`src/rtl/key_cmd_pkg.sv`:
```
// Shared key codes, move encodings and step-generator state type for the
// keyboard command block.
package key_cmd_pkg;

   localparam int CODE_W = 9;
   localparam int CNT_W  = 25;

   localparam logic [CODE_W-1:0] KEY_A      = 9'h01C;
   localparam logic [CODE_W-1:0] KEY_D      = 9'h023;
   localparam logic [CODE_W-1:0] KEY_ENTER  = 9'h05A;
   localparam logic [CODE_W-1:0] KEY_RENTER = 9'h15A;
   localparam logic [CODE_W-1:0] KEY_P      = 9'h04D;

   localparam logic [1:0] MOVE_NONE  = 2'b00;
   localparam logic [1:0] MOVE_LEFT  = 2'b10;
   localparam logic [1:0] MOVE_RIGHT = 2'b01;

   typedef enum logic [1:0] {
      ST_IDLE   = 2'd0,
      ST_DELAY  = 2'd1,
      ST_REPEAT = 2'd2
   } step_state_e;

   // Main and keypad Enter share one held flag.
   function automatic logic is_enter(input logic [CODE_W-1:0] code);
      return (code == KEY_ENTER) || (code == KEY_RENTER);
   endfunction

endpackage

```
`src/rtl/key_cmd_if.sv`:
```
// Keyboard-decoder inputs and game-command outputs of key_cmd.
interface key_cmd_if;
   import key_cmd_pkg::*;

   logic              key_valid;
   logic [CODE_W-1:0] last_change;
   logic [511:0]      key_down;
   logic              in_game;
   logic [1:0]        move;
   logic              step;
   logic              start;
   logic              pause;

   modport master (
      output key_valid, last_change, key_down, in_game,
      input  move, step, start, pause
   );

   modport slave (
      input  key_valid, last_change, key_down, in_game,
      output move, step, start, pause
   );

endinterface

```
`src/rtl/key_cmd_repeat.sv`:
```
// Step pulse generator: immediate step on a new nonzero direction, then
// auto-repeat after REPEAT_DELAY and every REPEAT_PERIOD cycles.
module key_repeat
   import key_cmd_pkg::*;
#(
   parameter int REPEAT_DELAY  = 25_000_000,
   parameter int REPEAT_PERIOD = 5_000_000
) (
   input  logic       clk,
   input  logic       rst,
   input  logic [1:0] move,
   output logic       step
);

   localparam logic [CNT_W-1:0] DELAY_LAST  = CNT_W'(REPEAT_DELAY - 1);
   localparam logic [CNT_W-1:0] PERIOD_LAST = CNT_W'(REPEAT_PERIOD - 1);
   localparam logic [CNT_W-1:0] CNT_ZERO    = {CNT_W{1'b0}};
   localparam logic [CNT_W-1:0] CNT_ONE     = {{(CNT_W-1){1'b0}}, 1'b1};

   step_state_e      state_r;
   logic [CNT_W-1:0] cnt_r;
   logic [1:0]       move_r;
   logic             step_r;

   // move is the next-cycle value of the owner's move register, so step_r
   // lands in the same cycle as the visible move change.
   always_ff @(posedge clk) begin
      if (rst) begin
         state_r <= ST_IDLE;
         cnt_r   <= CNT_ZERO;
         move_r  <= MOVE_NONE;
         step_r  <= 1'b0;
      end else begin
         move_r <= move;
         if (move != move_r) begin
            cnt_r <= CNT_ZERO;
            if (move != MOVE_NONE) begin
               state_r <= ST_DELAY;
               step_r  <= 1'b1;
            end else begin
               state_r <= ST_IDLE;
               step_r  <= 1'b0;
            end
         end else begin
            case (state_r)
               ST_DELAY: begin
                  if (cnt_r == DELAY_LAST) begin
                     state_r <= ST_REPEAT;
                     cnt_r   <= CNT_ZERO;
                     step_r  <= 1'b1;
                  end else begin
                     state_r <= ST_DELAY;
                     cnt_r   <= cnt_r + CNT_ONE;
                     step_r  <= 1'b0;
                  end
               end
               ST_REPEAT: begin
                  if (cnt_r == PERIOD_LAST) begin
                     cnt_r  <= CNT_ZERO;
                     step_r <= 1'b1;
                  end else begin
                     cnt_r  <= cnt_r + CNT_ONE;
                     step_r <= 1'b0;
                  end
                  state_r <= ST_REPEAT;
               end
               default: begin
                  state_r <= ST_IDLE;
                  cnt_r   <= CNT_ZERO;
                  step_r  <= 1'b0;
               end
            endcase
         end
      end
   end

   // A pulse already registered is masked during the reset cycle itself.
   assign step = step_r & ~rst;

endmodule

```
`src/rtl/key_cmd.sv`:
```
// Keyboard command decoder: held-key tracking, last-pressed-wins direction,
// start pulse, pause toggle, and the step generator.
module key_cmd
   import key_cmd_pkg::*;
#(
   parameter int REPEAT_DELAY  = 25_000_000,
   parameter int REPEAT_PERIOD = 5_000_000
) (
   input  logic     clk,
   input  logic     rst,
   key_cmd_if.slave kb
);

   logic       press_s, release_s;
   logic       is_a_s, is_d_s, is_enter_s, is_p_s;
   logic       held_a_r, held_d_r, held_enter_r, held_p_r;
   logic       held_a_s, held_d_s, held_enter_s, held_p_s;
   logic [1:0] dir_r, dir_s;
   logic [1:0] move_r, move_s;
   logic       pause_r, pause_s;
   logic       start_r, start_s;
   logic       step_s;

   // Event decode and next-state for flags, direction, pause, start and move.
   always_comb begin
      press_s    = kb.key_valid &  kb.key_down[kb.last_change];
      release_s  = kb.key_valid & ~kb.key_down[kb.last_change];
      is_a_s     = (kb.last_change == KEY_A);
      is_d_s     = (kb.last_change == KEY_D);
      is_enter_s = is_enter(kb.last_change);
      is_p_s     = (kb.last_change == KEY_P);

      held_a_s     = held_a_r;
      held_d_s     = held_d_r;
      held_enter_s = held_enter_r;
      held_p_s     = held_p_r;
      if (press_s) begin
         held_a_s     = held_a_r     | is_a_s;
         held_d_s     = held_d_r     | is_d_s;
         held_enter_s = held_enter_r | is_enter_s;
         held_p_s     = held_p_r     | is_p_s;
      end else if (release_s) begin
         held_a_s     = held_a_r     & ~is_a_s;
         held_d_s     = held_d_r     & ~is_d_s;
         held_enter_s = held_enter_r & ~is_enter_s;
         held_p_s     = held_p_r     & ~is_p_s;
      end else begin
         held_a_s     = held_a_r;
         held_d_s     = held_d_r;
         held_enter_s = held_enter_r;
         held_p_s     = held_p_r;
      end

      // Typematic makes of an already-held key must not steal direction.
      dir_s = dir_r;
      if (press_s && is_a_s && !held_a_r) begin
         dir_s = MOVE_LEFT;
      end else if (press_s && is_d_s && !held_d_r) begin
         dir_s = MOVE_RIGHT;
      end else if (release_s && is_a_s && (dir_r == MOVE_LEFT)) begin
         dir_s = held_d_r ? MOVE_RIGHT : MOVE_NONE;
      end else if (release_s && is_d_s && (dir_r == MOVE_RIGHT)) begin
         dir_s = held_a_r ? MOVE_LEFT : MOVE_NONE;
      end else begin
         dir_s = dir_r;
      end

      pause_s = pause_r;
      if (!kb.in_game) begin
         pause_s = 1'b0;
      end else if (press_s && is_p_s && !held_p_r) begin
         pause_s = ~pause_r;
      end else begin
         pause_s = pause_r;
      end

      start_s = press_s & is_enter_s & ~held_enter_r & ~kb.in_game;

      move_s = MOVE_NONE;
      if (kb.in_game && !pause_s) begin
         move_s = dir_s;
      end else begin
         move_s = MOVE_NONE;
      end
   end

   // State and registered outputs.
   always_ff @(posedge clk) begin
      if (rst) begin
         held_a_r     <= 1'b0;
         held_d_r     <= 1'b0;
         held_enter_r <= 1'b0;
         held_p_r     <= 1'b0;
         dir_r        <= MOVE_NONE;
         move_r       <= MOVE_NONE;
         pause_r      <= 1'b0;
         start_r      <= 1'b0;
      end else begin
         held_a_r     <= held_a_s;
         held_d_r     <= held_d_s;
         held_enter_r <= held_enter_s;
         held_p_r     <= held_p_s;
         dir_r        <= dir_s;
         move_r       <= move_s;
         pause_r      <= pause_s;
         start_r      <= start_s;
      end
   end

   key_repeat #(
      .REPEAT_DELAY  (REPEAT_DELAY),
      .REPEAT_PERIOD (REPEAT_PERIOD)
   ) u_repeat (
      .clk  (clk),
      .rst  (rst),
      .move (move_s),
      .step (step_s)
   );

   assign kb.move  = move_r;
   assign kb.step  = step_s;
   assign kb.start = start_r;
   assign kb.pause = pause_r;

endmodule

```
`src/flat_wrapper.sv`:
```
// flat-port wrapper written by rule: the top's interface ports become plain ports
module key_cmd_flat import key_cmd_pkg::*;
#(
   parameter int REPEAT_DELAY  = 25_000_000,
   parameter int REPEAT_PERIOD = 5_000_000
)
  (clk, rst, kb_key_valid, kb_last_change, kb_key_down, kb_in_game, kb_move, kb_step, kb_start, kb_pause);
  key_cmd_if kb_i ();
  input  logic clk;
  input  logic rst;
  input wire logic [$bits(kb_i.key_valid)-1:0] kb_key_valid;
  input wire logic [$bits(kb_i.last_change)-1:0] kb_last_change;
  input wire logic [$bits(kb_i.key_down)-1:0] kb_key_down;
  input wire logic [$bits(kb_i.in_game)-1:0] kb_in_game;
  output wire logic [$bits(kb_i.move)-1:0] kb_move;
  output wire logic [$bits(kb_i.step)-1:0] kb_step;
  output wire logic [$bits(kb_i.start)-1:0] kb_start;
  output wire logic [$bits(kb_i.pause)-1:0] kb_pause;
  assign kb_i.key_valid = kb_key_valid;
  assign kb_i.last_change = kb_last_change;
  assign kb_i.key_down = kb_key_down;
  assign kb_i.in_game = kb_in_game;
  assign kb_move = kb_i.move;
  assign kb_step = kb_i.step;
  assign kb_start = kb_i.start;
  assign kb_pause = kb_i.pause;
  key_cmd #(.REPEAT_DELAY(REPEAT_DELAY), .REPEAT_PERIOD(REPEAT_PERIOD)) u_core (.clk(clk), .rst(rst), .kb(kb_i));
endmodule
```
`config.mk`:
```
export PLATFORM = sky130hd
export DESIGN_NAME = key_cmd_flat
export DESIGN_NICKNAME = d
export VERILOG_FILES = /design/src/rtl/key_cmd_pkg.sv /design/src/rtl/key_cmd_if.sv /design/src/rtl/key_cmd_repeat.sv /design/src/rtl/key_cmd.sv /design/src/flat_wrapper.sv
export SDC_FILE = /design/constraint.sdc
export NUM_CORES = 1
export LEC_CHECK = 0
export BUFFER_PORTS_ARGS = -buffer_cell sky130_fd_sc_hd__buf_2
export CORE_AREA = 2 2 207 209
export DETAILED_ROUTE_END_ITERATION = 10
export DIE_AREA = 0 0 209 211
export GPL_TIMING_DRIVEN = 0
export SLEW_MARGIN = 20
export SYNTH_ARGS = -nofsm -noshare
export SYNTH_HDL_FRONTEND = slang
export SYNTH_HIERARCHICAL = 1
export SYNTH_SLANG_ARGS = --single-unit
```
`constraint.sdc`:
```
create_clock -name clk -period 6.55 [get_ports clk]
set_input_delay 1.965 -clock clk [delete_from_list [all_inputs] [get_ports clk]]
set_output_delay 1.965 -clock clk [all_outputs]
set_load 0.03 [all_outputs]
```
# ---- Yosys cells after proc, flatten, opt, wreduce, memory -nomap -nowiden
# Index checks and enable logic that the tools add are counted.
dict set report classes {
  addsub 1
  reduce_logical 19
  mul 0
  magnitude_cmp 1
  n_mux 31
  n_eq_ne 12
  div_mod_pow 0
  n_bitwise 23
  n_shift 0
}
# operator count
set ops {}
lappend ops {{$mux W25} 2}
lappend ops {{$pmux W25 S2} 1}
lappend ops {{$add A25 B1 Y25 const B} 1}
lappend ops {{$eq A25 B23 Y1 const B} 1}
lappend ops {{$eq A25 B25 Y1 const B} 1}
lappend ops {{$eq A9 B7 Y1 const B} 2}
lappend ops {{$mux W1} 17}
lappend ops {{$mux W2} 8}
lappend ops {{$logic_and A1 B1 Y1} 11}
lappend ops {{$and A1 B1 Y1} 10}
lappend ops {{$lt A9 B10 Y1 const B} 1}
lappend ops {{$bmux W1 S9} 1}
lappend ops {{$eq A9 B5 Y1 const B} 1}
lappend ops {{$eq A9 B6 Y1 const B} 1}
lappend ops {{$eq A9 B9 Y1 const B} 1}
lappend ops {{$not A1 Y1} 9}
lappend ops {{$eq A2 B1 Y1 const B} 2}
lappend ops {{$eq A2 B2 Y1 const B} 2}
lappend ops {{$logic_not A1 Y1} 4}
lappend ops {{$or A1 B1 Y1} 4}
lappend ops {{$pmux W2 S2} 1}
lappend ops {{$reduce_bool A2 Y1} 2}
lappend ops {{$ne A2 B2 Y1} 1}
lappend ops {{$pmux W1 S2} 1}
lappend ops {{2 further kinds} 2}
dict set report word_totals {
  mem_bits_rw 0
  input_bits 525
  ff_bits 38
  out_inout_bits 5
  romBits 0
  elab_cells 98
  latchBits 0
  n_memories 0
}

# ---- Longest topological paths before layout
# Gate-level depths: netlist of run 1.
dict set report logic_depth {
  ltp_word 14
  depth_mapped 21
  mapped_depth_nobuf 13
}

# ---- Cells and area by module
# Netlist of run 1, hierarchy kept.
# module area_per_inst_um2 seq_area_each_um2 instances cells_per_inst
set by_module_without_submodules {}
lappend by_module_without_submodules {key_cmd 5136.2 200.2 1 447}
lappend by_module_without_submodules {key_repeat 1428.9 600.6 1 156}

# ---- Least setup slack after synthesis of run 1
# No wires, ideal clock.
dict set report synth_timing {
  path_kind {input-to-reg}
  from {input kb_last_change[0]}
  to {register u_core.u_repeat.cnt_r[16]}
  t_required_ns 6.435
  path_buffers 5
  setup_ns 0.115
  path_stages 16
  path_slack_ns 0.946
  t_arrival_ns 5.489
  path_cell_list {buf_6 > buf_12 > buf_12 > buf_12 > mux4_2 > mux4_2 > a2111oi_2 > a221o_1 > o311a_2 > o21ai_2 > a211oi_1 > xnor2_1 > and3_1 > a31oi_4 > buf_6 > nor2_2}
}
dict set report synth_via {
  elab_chain_len 13
  word_cells_on_any_way 29
  cone_classes {4 x eq/ne; 9 x mux; 3 x bitwise; 13 x reduce/logical}
}
# element line_no
set synth_rtl {}
lappend synth_rtl {{from (decl)} flat_wrapper.sv:12} ;# input wire logic [$bits(kb_i.last_change)-1:0] kb_last_change;
lappend synth_rtl {{$bmux W1 S9} {key_cmd.sv:26, key_cmd.sv:27}}
lappend synth_rtl {{$mux W1 (not written as such)} {key_cmd.sv:26, key_cmd.sv:27}}
lappend synth_rtl {{$not A1 Y1} key_cmd.sv:27} ;# release_s = kb.key_valid & ~kb.key_down[kb.last_change];
lappend synth_rtl {{$and A1 B1 Y1} key_cmd.sv:27}
lappend synth_rtl {{$logic_and A1 B1 Y1 (2 in series)} key_cmd.sv:62} ;# end else if (release_s && is_d_s && (dir_r == MOVE_RIGHT)) begin
lappend synth_rtl {{$mux W2} key_cmd.sv:62}
lappend synth_rtl {{$mux W2} key_cmd.sv:60} ;# end else if (release_s && is_a_s && (dir_r == MOVE_LEFT)) begin
lappend synth_rtl {{$mux W2} key_cmd.sv:58} ;# end else if (press_s && is_d_s && !held_d_r) begin
lappend synth_rtl {{$mux W2} key_cmd.sv:56} ;# if (press_s && is_a_s && !held_a_r) begin
lappend synth_rtl {{$mux W2 *} key_cmd.sv:80} ;# if (kb.in_game && !pause_s) begin
lappend synth_rtl {{net u_core.move_s[0]} key_cmd.sv:19} ;# logic [1:0] move_r, move_s;
lappend synth_rtl {{$ne A2 B2 Y1 *} key_cmd_repeat.sv:35} ;# if (move != move_r) begin
lappend synth_rtl {{$reduce_or A2 Y1 (no line) *} --}
lappend synth_rtl {{to (signal assigned)} key_cmd_repeat.sv:53} ;# cnt_r <= cnt_r + CNT_ONE;
lappend synth_rtl {{to (signal assigned)} key_cmd_repeat.sv:62} ;# cnt_r <= cnt_r + CNT_ONE;
lappend synth_rtl {{to (decl)} key_cmd_repeat.sv:21} ;# logic [CNT_W-1:0] cnt_r;
# The timed path passes the listed nets; every way through them passes the cells marked *. The select of a mux whose other input is x is not followed.
# A chain may end at the register's enable or synchronous reset.

# ---- Worst setup path in the final report of run 1
dict set report layout_timing {
  from {input kb_last_change[0]}
  to {register u_core.u_repeat.cnt_r[22]}
}
# The elaborated chain is that of the path after synthesis.

==> metrics.md, run 1 <==
| Metric | Value |
|---|---|
| Outcome | finished clean |
| Clk Tree Root Cell | clkbuf_16 |
| Global-route wire length before repair | 58.0 mm |
| Worst Setup Path Type | in2reg |
| Slew margin rel. | 0.349 |
| Unrepaired setup endpoints after global routing | false |
| Cell taking the most area after synthesis | mux4_2 |
| Iter 0 DRT Violations | around 520 |
| Largest net degree at the start of global routing | 14 |
| Actual slew at the worst max-slew pin | around 0.97 ns |
| Worst setup SP type | primary input |
| Gate Count Post-Synth | 603 |
| Fin crit share | 0.946 |
| Max Fclk | 161 MHz |
| Routed len/inst | between 20 and 25 um |
| CTS H-Tree Depth | 2 |
| CTS tree | done |
| CP Capture Point | u_core/u_repeat/cnt_r[22] |
| Critical path startpoint | kb_last_change[0] |
| Crit-path max FO | 10 |
| Met1 Resource Use GR | 0.239 |
| GRT Max-Usage Layer | met2 |
| Syn Nets | roughly 1100 |
| I/O pins | 530 |
| FILL cells | 4554 |
| Top cells by area, synth | mux4_2 (34%), dfxtp_1 (12%), mux2i_1 (6.6%) |
| Max clock buf depth | 2 |
| Max-slew violations | 0 |
| Max-Cap Viols | 0 |
| Post-synth EDFFs | 0 |
| Arrival time at the worst endpoint | 6.36 ns |
| Post-Syn Area per Cell | 10.9 um^2 |
| R2R setup slack | ~4.2 ns |
| Remaining Overflow, GRT | 0 |
| Routability cong. | between 0.9 and 1 |
| Via count | about 8000 |
| Iteration count of the initial detailed-routing pass | 5 |
| Ys async rst share | 0 |
| Final Cell Area | ~0.01 mm^2 |
| Layout cell share with drive strength beyond 1 | 0.628 |
| Rows | 75 |
| P&R area growth vs syn | 53.4% |
| Setup Viol. Count Final | 0 |
| Num CTS Buffers | 5 |
| R2r startpoint | u_core/u_repeat/cnt_r[0] |
| Post-CTS setup buffers | 0 |
| Post-DRT Antenna Nets | 0 |
| Nets | approximately 1700 |
| Post-synth top flop | dfxtp_1 |
| Pwr Total | around 1.1 mW |
| Total routed wirelength | ~42 mm |
| Fin crit period | 6.19 ns |
| Area share of the largest cell type after synthesis | 0.336 |
| Final Skew | around 0.0054 ns |
| Final hold viol count | 0 |
| Met2 usage | 0.316 |
| RR Endpoint | u_core/u_repeat/cnt_r[22] |
| WHS | 0.453 ns |
| Yosys reg bits | 40 |
| Final Non-Filler Cells | between 1500 and 2000 |
| Post-DP HPWL | about 36 mm |
| Vias in the first global route | 8531 |
| Vias per cell | 4.76 |
| Synth warn | 6 |
| CP Data Required Time | about 6.7 ns |
| CP Capture Type | register |
| CTS sink count | 40 |
| Placed Area | roughly 0.0099 mm^2 |
| PortBufs | roughly 520 |
| Area of the die | between 0.04 and 0.05 mm^2 |
| Starting Density | 0.157 |
| Antenna violations before repair | 7 |
| Clk pin slew, worst setup/hold paths | 0.06 ns |
| Worst Hold Class | reg2reg |
| Sequential fraction of the synthesis area | 0.122 |
| Maximum VDD drop | 0.116 mV |
| Die W | ~210 um |
| GR Util met3 | 0.0271 |
| Inst Count DP | 1666 |
| Clk_lat worst skew | between 0.2 and 0.3 ns |
| Cell Pwr Density | between 100 and 150 mW/mm^2 |
| Die Ht | around 210 um |
| Drt drc | 0 |
| Leak pwr | approximately 4.4 nW |
| Synth unique cells | 74 |
| CORE AREA | ~0.042 mm^2 |
| Total GRT Usage | 0.183 |
| Mapped cell area | 0.00657 mm^2 |
| R2R depth | 6 |
cells by family after synthesis:
family,Yosys count,synth area share
AOI/OAI and AO/OA,119,0.134
adders and majority gates,3,0.00572
muxes,168,0.482
and+or+nand+nor,185,0.148
buffers and inverters,63,0.0749
xor gates and xnor gates,25,0.0334
DFF,40,0.122
area by class of cell:
class                      count  area [um^2]  area share
timing repair buffer         524         2620       0.260
buffer                        49          448      0.0445
inverter                      12         45.0     0.00447
clock buffer                   6          129      0.0128
multi-input combinational    500         5310       0.527
sequential                    40          801      0.0795
clock inverter                 2         35.0     0.00348
tap                          539          674      0.0670
antenna                        4         10.0    0.000994
metal layers:
metal  routed length [um]  vias up
li1                     -     3548
met1                17900     3980
met2                20300      387
met3                 2480       58
met4                 1170        6
met5                   35        -
how the worst min path moves through the flow:
| stage | slack (ns) | from | end | depth (start not counted) |
|---|---|---|---|---|
| 6_report | 0.45 | register | register | 2 |
| 5_1_grt | 0.48 | register | register | 2 |
| 4_1_cts | 0.45 | register | register | 2 |
| 3_5_place_dp | 0.44 | register | register | 2 |
| 3_3_place_gp | 0.44 | register | register | 2 |
| 2_1_floorplan | 0.42 | register | register | 2 |
critical path, stage by stage:
cell     delay (ns)
buf_6          0.12
buf_12         0.16
buf_12         0.16
buf_12         0.17
buf_12         0.18
buf_6          0.26
mux4_2         0.55
o22ai_1        0.27
o21ai_0        0.17
o21ai_0        0.30
a221o_1        0.29
o311a_2        0.30
o21ai_1        0.10
a31oi_1        0.37
xnor2_1        0.14
and3_1         0.22
a31oi_4        0.32
buf_6          0.21
nor2_2         0.05
cells in the mapped netlist, types with 10 or more instances:
cell and number:
a21oi_1 20, a22oi_1 17, buf_12 11, buf_2 10
clkbuf_1 19, dfxtp_1 40, inv_1 10, mux2i_1 43
mux4_1 15, mux4_2 98, nand2_1 42, nand3_1 13
nand4_1 15, nor2_1 42, nor2_2 11, nor2b_1 13
o21ai_0 12, xor2_1 16
timing repair:
action / 4_1_cts / 5_1_grt
resized for setup: 7 / 13
cloned: 0 / 0
setup endpoints to repair: 27 / 25
hold buffers: 0 / 0
report_power, final:
group / switching (mW) / internal (mW)
logic: 0.266 / 0.297
clock network: 0.0921 / 0.179
registers: 0.00133 / 0.246
state kept, by name, indices dropped and copies added, names as in the netlist, named ones only:
name	flops
u_core/u_repeat/state_r	2
u_core/u_repeat/move_r	2
u_core/kb.start	1
u_core/kb.pause	1
u_core/u_repeat/step_r	1
u_core/kb.move	2
u_core/dir_r	2
u_core/u_repeat/cnt_r	25
metrics by stage:
step / setup WS (ns) / setup TNS [ns] / util
after floorplan: 0.946 / 0 / -
after global placement: -0.659 / -16.01 / 0.236
after detailed placement: -0.684 / -16.73 / 0.236
after CTS: 0.00566 / 0 / 0.241
after global routing: 0.0518 / 0 / 0.241
final: 0.355 / 0 / 0.241
layout by cell type (no fill, tap or decap), types with 12 or more instances in the layout:
master / synthesis / final
nand3_1: 13 / 13
dfxtp_1: 40 / 40
xor2_1: 16 / 16
nor2b_1: 13 / 12
a22oi_1: 17 / 17
nor2_2: 11 / 13
mux4_1: 15 / 15
nor2_1: 42 / 40
clkbuf_1: 19 / 12
nand2_1: 42 / 42
mux4_2: 98 / 98
buf_2: 10 / 535
a21oi_1: 20 / 20
o21ai_0: 12 / 12
mux2i_1: 43 / 43
nand4_1: 15 / 15
(Power assumes the default switching activity.)
==> inputs of run 2 (changes only) <==
--- a/config.mk
+++ b/config.mk
@@ -6,12 +6,11 @@
 export NUM_CORES = 1
 export LEC_CHECK = 0
 export BUFFER_PORTS_ARGS = -buffer_cell sky130_fd_sc_hd__buf_2
-export CORE_AREA = 2 2 207 209
+export CORE_AREA = 2 2 206 208
 export DETAILED_ROUTE_END_ITERATION = 10
-export DIE_AREA = 0 0 209 211
+export DIE_AREA = 0 0 208 210
 export GPL_TIMING_DRIVEN = 0
 export SLEW_MARGIN = 20
 export SYNTH_ARGS = -nofsm -noshare
 export SYNTH_HDL_FRONTEND = slang
-export SYNTH_HIERARCHICAL = 1
 export SYNTH_SLANG_ARGS = --single-unit
==> run 2 against run 1 <==
Fmax down 4.3%. Highest routed layer unchanged. Worst setup slack worse by 0.28 ns. Via count rose by 7.4%. Clock power about the same.
==> metrics.md, run 2 <==
| Metric | Value |
|---|---|
| Outcome | finished clean |
| I/O pins | 530 |
| Slowest CP cell | nor4_1 |
| Clk pin slew, worst setup/hold paths | approximately 0.06 ns |
| Final Non-Filler Cells | 1728 |
| Num CTS Buffers | 5 |
| Final Skew | 0.00769 ns |
| Post-DRT Antenna Nets | 0 |
| Post-layout util | 0.244 |
| Iter 0 DRT Violations | about 650 |
| Worst Hold Class | reg2reg |
| Final hold viol count | 0 |
| Nets | approximately 1700 |
| Die Ht | between 200 and 250 um |
| Arrival time at the worst endpoint | ~6.6 ns |
| Clk_lat worst skew | 0.29 ns |
| Cell taking the most area after synthesis | mux4_2 |
| Reg power frac | 0.210 |
| Syn Nets | 1174 |
| Post-DP HPWL | a little over 40 mm |
| Die W | about 210 um |
| Vias in the first global route | 9282 |
| Max-Cap Viols | 0 |
| Synth warn | 0 |
| Inst Count DP | around 1700 |
| Post-synth EDFFs | 0 |
| CTS tree | done |
| Top cells by area, synth | mux4_2 (39%), dfxtp_1 (12%), mux2i_1 (6.7%) |
| Ys async rst share | 0 |
| Fin crit share | 0.988 |
| CP Data Required Time | approximately 6.7 ns |
| Unrepaired setup endpoints after global routing | false |
| Crit path buf inv count | 5 |
| Synth cell count leaders | mux4_2 (113), nand2_1 (57), mux2i_1 (44) |
| Commonest cells after routing, fill and taps aside | buf_2 (543), mux4_2 (113), nand2_1 (57) |
| Pwr Total | between 1 and 1.5 mW |
| CP Cell Sequence | buf_4, buf_2, buf_4, clkbuf_4, mux2i_1, a221oi_1, a21oi_1, a21oi_1, nor4_1, o2111ai_2, o41ai_4, mux2i_1, a311o_1, a31oi_4, buf_6, nor4_1 |
| PortBufs | 524 |
| Rows | 75 |
| Global-route wire length before repair | 66.0 mm |
| Yosys reg bits | 38 |
| Slew margin rel. | 0.175 |
| Worst setup SP type | primary input |
| Layout cell share with drive strength beyond 1 | 0.607 |
| Sequential fraction of the synthesis area | 0.116 |
| Crit-path max FO | 10 |
| P&R area growth vs syn | 54.3% |
| Worst Setup Path Type | in2reg |
| Int Power | 706 uW |
| Max clock buf depth | 2 |
| CP Capture Type | register |
| Routability cong. | 0.911 |
| Delay-heaviest family, CP | compound AO/OA/AOI/OAI gates |
| Setup Viol. Count Final | 0 |
| Actual slew at the worst max-slew pin | roughly 1.2 ns |
| Setup TNS | 0 ns |
| Clock network power share | 0.250 |
| Sw frac | 0.358 |
| Starting Density | 0.158 |
| Via count | roughly 8600 |
| Remaining Overflow, GRT | 0 |
| Routed len/inst | between 20 and 30 um |
| Antenna violations before repair | 16 |
| Max-slew violations | 0 |
| Area share of the largest cell type after synthesis | 0.388 |
| CORE AREA | just over 0.04 mm^2 |
| Mapped cell area | 0.00655 mm^2 |
| CTS H-Tree Depth | 2 |
| Maximum VDD drop | a little over 0.08 mV |
| Max Fclk | roughly 150 MHz |
| Total routed wirelength | around 48 mm |
| Final Cell Area | slightly above 0.01 mm^2 |
| Placed Area | 0.00985 mm^2 |
| Clk Tree Root Cell | clkbuf_16 |
| Fin crit period | between 6 and 7 ns |
| CTS sink count | 38 |
| Gate Count Post-Synth | 646 |
| Post-synth top flop | dfxtp_1 |
| CTS hold repair buffers | 0 |
| Area of the die | 0.0437 mm^2 |
| Slowest stage delay, CP | approximately 0.63 ns |
| Synth unique cells | 66 |
| Combinational share of power | 0.540 |
| Vias per cell | around 5.0 |
| Post-Syn Area per Cell | a little over 10 um^2 |
| Iteration count of the initial detailed-routing pass | 5 |
| Largest net degree at the start of global routing | 13 |
| P_sw | 393 uW |
| FILL cells | about 4600 |
| Most common cell after layout, fill and taps aside | buf_2 |
| Drt drc | 0 |
| Leak pwr | between 4 and 5 nW |
| Total GRT Usage | 0.212 |
| Cell Pwr Density | roughly 110 mW/mm^2 |
| Cell with the most instances after synthesis | mux4_2 |
-- run 2: changes by cell type in the layout (fill, tap and decap cells not counted), moves of 11 or more --
cell / before / now
a22oi_1: 17 / 6
nand4_1: 15 / 4
nor4_1: 5 / 31
nor2_2: 13 / 0
buf_12: 11 / 0
mux4_2: 98 / 113
mux4_1: 15 / 0
nand2_1: 42 / 57
-- run 2: kinds of logic (layout without fill, tap and decap cells) --
family | after synthesis | after routing | share of synthesized area
simple gates | 234 | 234 | 0.187
compound gates | 105 | 106 | 0.123
buf+inv | 68 | 600 | 0.0521
flops | 38 | 38 | 0.116
mux | 172 | 172 | 0.481
xor+xnor | 26 | 26 | 0.0347
fa+ha+maj | 3 | 3 | 0.00573
other cells | 0 | 10 | 0
-- run 2: metrics by stage --
stage | hold WS [ns] | setup WS [ns]
4_1_cts | 0.489 | 0.00913
2_1_floorplan | 0.443 | 1.15
5_1_grt | 0.525 | 0.0359
3_3_place_gp | 0.470 | -0.425
3_5_place_dp | 0.481 | -0.412
6_report | 0.490 | 0.0770
-- run 2: path summary, 6_finish.rpt --
path,from,to,slack (ns),cells after the start
worst max-delay path,kb_last_change[1],u_core.u_repeat.cnt_r[15],0.08,16
worst min-delay path,u_core.u_repeat.cnt_r[0],u_core.u_repeat.cnt_r[0],0.49,1
worst max register to register,u_core.u_repeat.cnt_r[0],u_core.u_repeat.cnt_r[15],3.88,8
worst min register to register,u_core.u_repeat.cnt_r[0],u_core.u_repeat.cnt_r[0],0.49,1
-- run 2: area by class of cell --
cell class	count	area, um^2	area share
Clock inverter	3	40.0	0.00396
Tap cell	539	674	0.0667
Multi-Input combinational cell	541	5490	0.543
Buffer	59	330	0.0327
Sequential cell	38	761	0.0752
Clock buffer	5	125	0.0124
Antenna cell	10	25.0	0.00247
Inverter	7	26.3	0.00260
Timing Repair Buffer	526	2640	0.261
-- run 2: timing repair --
action,4_1_cts,5_1_grt
pin swaps,0,2
setup buffers,0,2
hold endpoints to repair,0,0
gates resized for setup,4,15
endpoints found under the setup margin,20,28
cloned,0,1
-- run 2: power by group through the flow --
stage | registers (mW) | logic (mW) | clock network, mW
after floorplan | 0.236 | 0.278 | 0
after global placement | 0.236 | 0.580 | 0
after detailed placement | 0.236 | 0.586 | 0
after CTS | 0.231 | 0.589 | 0.277
after global routing | 0.231 | 0.628 | 0.286
final | 0.231 | 0.593 | 0.274
-- run 2: metal layers --
metal | GRT usage | part of all wire | up-vias
met3 | 0.0292 | 0.061 | 75
met5 | 0 | 0.00063 | -
li1 | - | - | 3738
met1 | 0.269 | 0.41 | 4273
met2 | 0.366 | 0.49 | 474
met4 | 0.0846 | 0.041 | 6
